File: config.mk
export PLATFORM = sky130hd
export DESIGN_NAME = qf_aff2_wr_arb
export DESIGN_NICKNAME = d
export VERILOG_FILES = /design/src/rtl/qf_aff2_wr_arb.sv
export SDC_FILE = /design/constraint.sdc
export NUM_CORES = 1
export LEC_CHECK = 0
export BUFFER_PORTS_ARGS = -buffer_cell sky130_fd_sc_hd__buf_2
export CAP_MARGIN = 20
export CORE_MARGIN = 10
export CORE_UTILIZATION = 45
export DETAILED_ROUTE_END_ITERATION = 8
export GPL_TIMING_DRIVEN = 0
export PLACE_DENSITY = 0.82
export SYNTH_ARGS = -nofsm -noshare
export SYNTH_HDL_FRONTEND = slang
export SYNTH_SLANG_ARGS = --single-unit
File: constraint.sdc
create_clock -name arb_clk -period 2.2 [get_ports arb_clk]
set_clock_uncertainty 0.05 [all_clocks]
set_input_delay 0.22 -clock arb_clk [delete_from_list [all_inputs] [get_ports arb_clk]]
set_output_delay 0.22 -clock arb_clk [all_outputs]
set_load 0.02 [all_outputs]
File: src/rtl/qf_aff2_wr_arb.sv
// qf_aff2_wr_arb: round-robin arbiter sharing the qf_aff2 FIFO write port.
// Optional stall counter built when QF_AFF2_WR_ARB_STALL_CNT_EN is defined.
module qf_aff2_wr_arb #(
  parameter int PAR_REQ_NUM         = 4,
  parameter int PAR_FIFO_DATA_WIDTH = 32,
  parameter bit PAR_DLY             = 1'b1
) (
  input  logic                                       arb_clk,
  input  logic                                       arb_rst,
  input  logic [PAR_REQ_NUM-1:0]                     req,
  input  logic [PAR_REQ_NUM*PAR_FIFO_DATA_WIDTH-1:0] req_data,
  output logic [PAR_REQ_NUM-1:0]                     gnt,
  input  logic                                       fifo_full_flag_wrclk,
  output logic                                       fifo_wr_en,
  output logic [PAR_FIFO_DATA_WIDTH-1:0]             fifo_wr_data,
  output logic                                       busy,
  input  logic                                       stall_cnt_clr,
  output logic [15:0]                                stall_cnt
);

  localparam int W  = PAR_FIFO_DATA_WIDTH;
  localparam int IW = (PAR_REQ_NUM > 1) ? $clog2(PAR_REQ_NUM) : 1;
  localparam logic [IW-1:0] LAST_RST = IW'(PAR_REQ_NUM - 1);
  // flops are written without an intra-assignment delay
  localparam bit dly_unused = PAR_DLY;

  typedef enum logic [1:0] {
    ST_IDLE,
    ST_WAIT_FULL,
    ST_WRITE
  } state_t;

  state_t           state_q, state_d;
  logic [IW-1:0]    last_q, last_d;
  logic [IW-1:0]    win_q, win_d;
  logic [IW-1:0]    arb_idx, cand, sel;
  logic             arb_hit, issue;
  logic [PAR_REQ_NUM-1:0] gnt_d;
  logic             wr_en_d;
  logic [W-1:0]     data_d;
  logic [W-1:0]     req_word [PAR_REQ_NUM];

  // split the flat request data bus into per-requester words
  always_comb begin
    for (int i = 0; i < PAR_REQ_NUM; i++) begin
      req_word[i] = req_data[i*W +: W];
    end
  end

  // round-robin pick: first requester after the last granted one
  always_comb begin
    arb_idx = last_q;
    arb_hit = 1'b0;
    cand    = last_q;
    for (int k = 1; k <= PAR_REQ_NUM; k++) begin
      cand = IW'((int'(last_q) + k) % PAR_REQ_NUM);
      if (!arb_hit && req[cand]) begin
        arb_idx = cand;
        arb_hit = 1'b1;
      end
    end
  end

  // next state and registered-output values
  always_comb begin
    state_d = state_q;
    win_d   = win_q;
    last_d  = last_q;
    gnt_d   = '0;
    wr_en_d = 1'b0;
    data_d  = fifo_wr_data;
    issue   = 1'b0;
    sel     = win_q;
    unique case (state_q)
      ST_IDLE: begin
        if (arb_hit) begin
          win_d = arb_idx;
          sel   = arb_idx;
          if (fifo_full_flag_wrclk) state_d = ST_WAIT_FULL;
          else issue = 1'b1;
        end
      end
      ST_WAIT_FULL: begin
        if (!fifo_full_flag_wrclk) issue = 1'b1;
      end
      ST_WRITE: state_d = ST_IDLE;
      default:  state_d = ST_IDLE;
    endcase
    if (issue) begin
      state_d    = ST_WRITE;
      last_d     = sel;
      wr_en_d    = 1'b1;
      gnt_d[sel] = 1'b1;
      data_d     = req_word[sel];
    end
  end

  // state, pointers and registered outputs
  always_ff @(posedge arb_clk or posedge arb_rst) begin
    if (arb_rst) begin
      state_q      <= ST_IDLE;
      last_q       <= LAST_RST;
      win_q        <= LAST_RST;
      gnt          <= '0;
      fifo_wr_en   <= 1'b0;
      fifo_wr_data <= '0;
    end else begin
      state_q      <= state_d;
      last_q       <= last_d;
      win_q        <= win_d;
      gnt          <= gnt_d;
      fifo_wr_en   <= wr_en_d;
      fifo_wr_data <= data_d;
    end
  end

  assign busy = (state_q != ST_IDLE);

`ifdef QF_AFF2_WR_ARB_STALL_CNT_EN
  logic [15:0] stall_q;

  // saturating count of cycles spent waiting on a full FIFO
  always_ff @(posedge arb_clk or posedge arb_rst) begin
    if (arb_rst) begin
      stall_q <= 16'h0000;
    end else if (stall_cnt_clr) begin
      stall_q <= 16'h0000;
    end else if (state_q == ST_WAIT_FULL && stall_q != 16'hFFFF) begin
      stall_q <= stall_q + 16'd1;
    end
  end

  assign stall_cnt = stall_q;
`else
  logic clr_unused;
  assign clr_unused = stall_cnt_clr;
  assign stall_cnt  = 16'h0000;
`endif

endmodule

**Yosys cells after proc, flatten, opt, wreduce, memory -nomap -nowiden**

Index checks and enable logic that the tools add are counted.
W data, S select, Z words.

- Word-level logic and storage cells: 64
- Memories kept: 0
- ROM bits: 0
- Latch bits: 0
- RAM bits: 0
- Bits of input ports: 136
- Output and inout bits: 54
- Bits in registers: 43

- Div/mod/pow operators: 0
- Add/sub/neg operators: 4
- Equality and inequality tests: 4
- Bitwise logic cells: 1
- Reduce and logical (&&, ||, !) cells: 10
- Multipliers: 0
- Multiplexer cells: 32
- Magnitude comparators: 7
- Shift operators: 0

Operators with widths:

| cell | count |
|---|---|
| $bmux W32 S2 | 1 |
| $mux W32 | 2 |
| $mux W2 | 9 |
| $lt A2 B3 Y1 const B | 5 |
| $mux W1 | 12 |
| $bmux W1 S2 | 4 |
| $ne A3 B3 Y1 const B | 2 |
| $add A2 B1 Y2 const B | 2 |
| $add A2 B2 Y2 const B | 2 |
| $logic_and A1 B1 Y1 | 4 |
| $mux W4 | 1 |
| $pmux W2 S2 | 1 |
| $ge A3 B3 Y1 const B | 1 |
| $logic_not A1 Y1 | 3 |
| $not A2 Y3 | 1 |
| $reduce_and A3 Y1 | 1 |
| $demux W1 S2 | 1 |
| $eq A2 B1 Y1 const B | 1 |
| $ge A2 B1 Y1 const B | 1 |
| $logic_not A2 Y1 | 1 |
| $ne A2 B2 Y1 const B | 1 |
| $pmux W1 S2 | 1 |
| $reduce_bool A2 Y1 | 1 |

**Depth between registers and ports, before layout**

- Word-level depth: 20
- Gate-level depth with buffers: 10
- Gate-level depth less buffers: 8

**Worst setup path before layout**

No wires, ideal clock.

- Kind: register to register
- Start point: reg state_q[0]
- End point: reg fifo_wr_data[3]
- Stages on the path, launching flop included: 10
- Data required time: 2.063 ns
- Library setup time: 0.087 ns
- Setup slack: 0.209 ns
- Clock period less this slack: 1.991 ns
- Arrival time: 1.854 ns
- Buffers on the path: 2
- Cell sequence: dfrtp_1 nor2_1 inv_2 o21ai_0 o21a_1 buf_2 clkbuf_1 o2111a_1 mux2i_1 o211ai_1

- Word-level cells in the longest chain between the ends: 6
- Elaborated cells between the ends (all ways): 8
- Classes of those cells: eq/ne (1); mux (5); bitwise (1); reduce/logical (1)

RTL lines:

| what | RTL line | RTL |
|---|---|---|
| start: declaration | 33 | `state_t state_q, state_d;` |
| start signal: assignment | 108 | `state_q <= state_d;` |
| $logic_not A2 Y1 | 74 | `unique case (state_q)` |
| $mux W2 | - |  |
| $not A2 Y3 (not written as such) | 94 | `data_d = req_word[sel];` |
| $bmux W32 S2 | 94 |  |
| $mux W32 (not written as such) (2 in a row) | 94 |  |
| end signal: assignment | 113 | `fifo_wr_data <= data_d;` |
| end: declaration | 15 | `output logic [PAR_FIFO_DATA_WIDTH-1:0] fifo_wr_data,` |

Several ways; a longest one is shown, not always the timed one. The select of a mux whose other input is x is not followed.
A chain may end at the register's enable or synchronous reset.

**Worst setup path after layout**

- Start point: reg last_q[1]
- End point: reg fifo_wr_data[11]

- Word-level cells in the longest chain between the ends: 19
- Elaborated cells between the ends (all ways): 34
- Classes of those cells: add/sub (4); mux (23); bitwise (1); reduce/logical (6)

RTL lines:

| what | RTL line | RTL |
|---|---|---|
| start: declaration | 34 | `logic [IW-1:0] last_q, last_d;` |
| start signal: assignment | 109 | `last_q <= last_d;` |
| $add A2 B1 Y2 | 56 | `cand = IW'((int'(last_q) + k) % PAR_REQ_NUM);` |
| $bmux W1 S2 | 57 | `if (!arb_hit && req[cand]) begin` |
| $mux W1 (not written as such) | 57 |  |
| $mux W1 | 57 |  |
| $logic_not A1 Y1 | 57 |  |
| $logic_and A1 B1 Y1 | 57 |  |
| $mux W1 | 57 |  |
| $logic_not A1 Y1 | 57 |  |
| $logic_and A1 B1 Y1 | 57 |  |
| $mux W1 | 57 |  |
| $logic_not A1 Y1 | 57 |  |
| $logic_and A1 B1 Y1 | 57 |  |
| $mux W2 / $mux W1 (equally long branches) | 57 |  |
| $mux W2 (2 in a row) | - |  |
| $not A2 Y3 (not written as such) | 94 |  |
| $bmux W32 S2 | 94 |  |
| $mux W32 (not written as such) (2 in a row) | 94 |  |

Several ways; a longest one is shown, not always the timed one. The select of a mux whose other input is x is not followed.

==> flow_metrics.tcl <==
set metrics [dict create \
    slew_viol_final 0 \
    setup_violations 0 \
    die_w_um 105 \
    cts-root-buf "clkbuf_8" \
    clk_latency_ps 310 \
    port_buffers 172 \
    core_area_um2 6910 \
    vias 4065 \
    timing.rr.start "last_q[1]" \
    synthCells 419 \
    worstHoldStart "req_data[52]" \
    synth_area_leaders "dfrtp_1 30%, o21ai_0 8.3%, nand2_1 7.7%, a31oi_1 7.7%, mux2i_1 6.8%" \
    grt_use_total 0.226 \
    synth_seq_cells 43 \
    min_period_ps 2110 \
    fillCellCount 654 \
    ios 190 \
    p_per_area_nw_per_um2 971 \
    worst-r2r-setup-slack_ps 90 \
    min_path_type "in -> reg" \
    syn_area_um2 3250 \
    die_height_um 105 \
    post-route-drc-count 0 \
    htreeDepth 2 \
    clockBufferDepth 2 \
    grt_pass1_vias 4306 \
    insertedDiodeCount 0 \
    drt_iter0_drc 197 \
    holdPathStages 3 \
    r2r_end "fifo_wr_data[11]" \
    endpoint_kind "flip-flop" \
    dieArea_um2 11000 \
    place_hpwl_mm 10.4 \
    antenna_found_initial 0 \
    p_leak_nw 2.16 \
    synth_ff_type "dfrtp_1" \
    synth_top_cells_by_count "67 x nand2_1, 54 x o21ai_0, 40 x a31oi_1, 39 x dfrtp_1, 27 x clkbuf_1" \
    status "completed" \
    grt_max_degree 26 \
    hold-path-endpoint "fifo_wr_data[20]" \
    crit_fanout 9 \
    maxSlewHeadroom 0.625 \
    synth_top_area_frac 0.300 \
    grt_overflow 0 \
    rsz0062_at_grt "yes" \
    fin_area_um2 4530 \
    timing.fmax_mhz 475 \
    max-vdd-ir-drop_mv 0.578 \
    synth_warnings 0 \
    routedWlPerCell_um 18.5 \
    final_nets 756 \
    synth_edf_count 0 \
    required_ps 2370 \
    worst_pin_slew_ps 563 \
    path_common_cell "buf_6" \
    place_area_um2 4310 \
    ant_nets 0 \
    ys_seq_area_frac 0.333 \
    cp.arrival_ps 2280 \
    clk_pin_slew_ps 100 \
    num_rows 30 \
    drive_gt1_frac 0.393 \
    yosys.area.top_type "dfrtp_1" \
    syn2layout_area_growth_pct 39.3 \
    cts_buffers 5 \
    cts_sinks 43 \
    postSynthAreaPerCell_um2 7.76 \
    hold_viol_final 0 \
    firstDrtPassIters 4 \
    critPathMaxStageDelay_ps 410 \
    startpoint_type "flip-flop" \
    wirelength_mm 13.3 \
    grt_pass1_wl_mm 20.9 \
    path_cells "or3b_4, o211ai_1, o21a_1, buf_6, inv_8, a211oi_4, buf_6, buf_6, nand2_2, a31oi_1" \
    slowest_stage "dfstp_2" \
    vias_per_cell 5.67 \
    ys_types 37 \
    synthArstFlopShare 1.00 \
    period_share 0.958 \
    crit_type "reg -> reg" \
    start_util 0.471 \
    synth_most_common_cell "nand2_1" \
    finalPower_mw 4.40 \
    cap_violations 0 \
    reg2regPathDepth 10 \
    cts_tree "yes" \
    globalplace.congestion 0.865 \
]
-- state kept, by name, summed over array words and instances, names as in the netlist --
signal        flops
fifo_wr_data     32
gnt               4
last_q            2
fifo_wr_en        1
win_q             2
state_q           2
-- critical path, delay by kind of cell (launching register included) --
kind / cells / cell delay [ps]
buffers and inverters: 4 / 480
AO/OA/AOI/OAI: 4 / 640
AND/OR/NAND/NOR: 2 / 450
flip-flops: 1 / 410
-- placed cells by master (no fill, tap or decap), drive strengths merged, types with 2 or more instances in the layout --
cell and count:
nand4 20, nor2b 2, o211ai 13, nand2b 2
o21a 2, a21oi 21, buf 211, inv 7
o2111a 10, clkinvlp 2, conb 16, nand2 67
nand3 5, clkbuf 32, o2111ai 10, nor3 2
nor2 26, mux2i 22, a21o 2, o21ai 55
dfstp 4, mux2 2, a31oi 40, dfrtp 39
-- worst max path at each step --
stage,from,slack [ps],cells past startpoint,endpoint
finish,last_q[1],90,10,fifo_wr_data[11]
global route,last_q[1],-10,10,fifo_wr_data[15]
CTS,last_q[1],1,9,fifo_wr_data[28]
detailed placement,last_q[0],-220,7,fifo_wr_data[11]
global placement,last_q[0],-140,7,fifo_wr_data[20]
floorplan,state_q[0],210,9,fifo_wr_data[3]
-- layer usage --
| metal | track usage | part of all wire | vias to the layer above |
|---|---|---|---|
| met5 | 0 | 0 | - |
| met4 | 0.0755 | 0.021 | 0 |
| met3 | 0.0756 | 0.11 | 29 |
| met2 | 0.391 | 0.47 | 262 |
| met1 | 0.254 | 0.40 | 1863 |
| li1 | - | - | 1911 |
-- per-stage QoR --
step / util / hold slack (ps) / instances / TNS [ps] / worst slack, ps
6_report: 0.655 / 92.4 / 717 / 0 / 93.2
5_1_grt: 0.655 / 93.7 / 717 / -51.9 / -12.9
4_1_cts: 0.641 / 96.0 / 712 / 0 / 1.06
3_5_place_dp: 0.624 / 203 / 703 / -3780 / -215
3_3_place_gp: 0.621 / 383 / 702 / -1860 / -135
2_1_floorplan: - / 318 / 434 / 0 / 209
-- where the power goes --
| group | total, mW | leakage (nW) | internal [mW] | switching [mW] |
|---|---|---|---|---|
| Combinational | 2.56 | 1.62 | 0.962 | 1.60 |
| Clock | 0.550 | 0.0408 | 0.228 | 0.322 |
| Sequential | 1.28 | 0.498 | 1.09 | 0.196 |
-- area by class of cell --
type,count,area (um2),area share
flip-flops and latches,43,1080,0.239
plain buffers,60,372,0.0821
repair buffers,179,936,0.207
inverters,6,30.0,0.00663
multi-input cells,325,1900,0.419
well taps,96,120,0.0265
clock inverters,3,23.8,0.00525
clock buffers,5,68.8,0.0152
-- logic make-up (layout without fill, tap and decap cells) --
kind of cell,Yosys count,count (layout),share of synthesized area
buffers and inverters,66,253,0.110
muxes,24,24,0.0747
DFF,43,43,0.333
and+or+nand+nor,131,131,0.182
other,1,16,0.00115
AOI/OAI and AO/OA,154,154,0.300
-- timing repair --
item                                   4_1_cts  5_1_grt
endpoints found under the hold margin       18        0
gates cloned                                 0        2
setup endpoints to repair                   35       32
hold buffers                                 1        0
gates resized for setup                      9       32
setup buffers                                0        3
pin swaps                                    0       14
No activity file was read; power rests on OpenSTA's default activity.
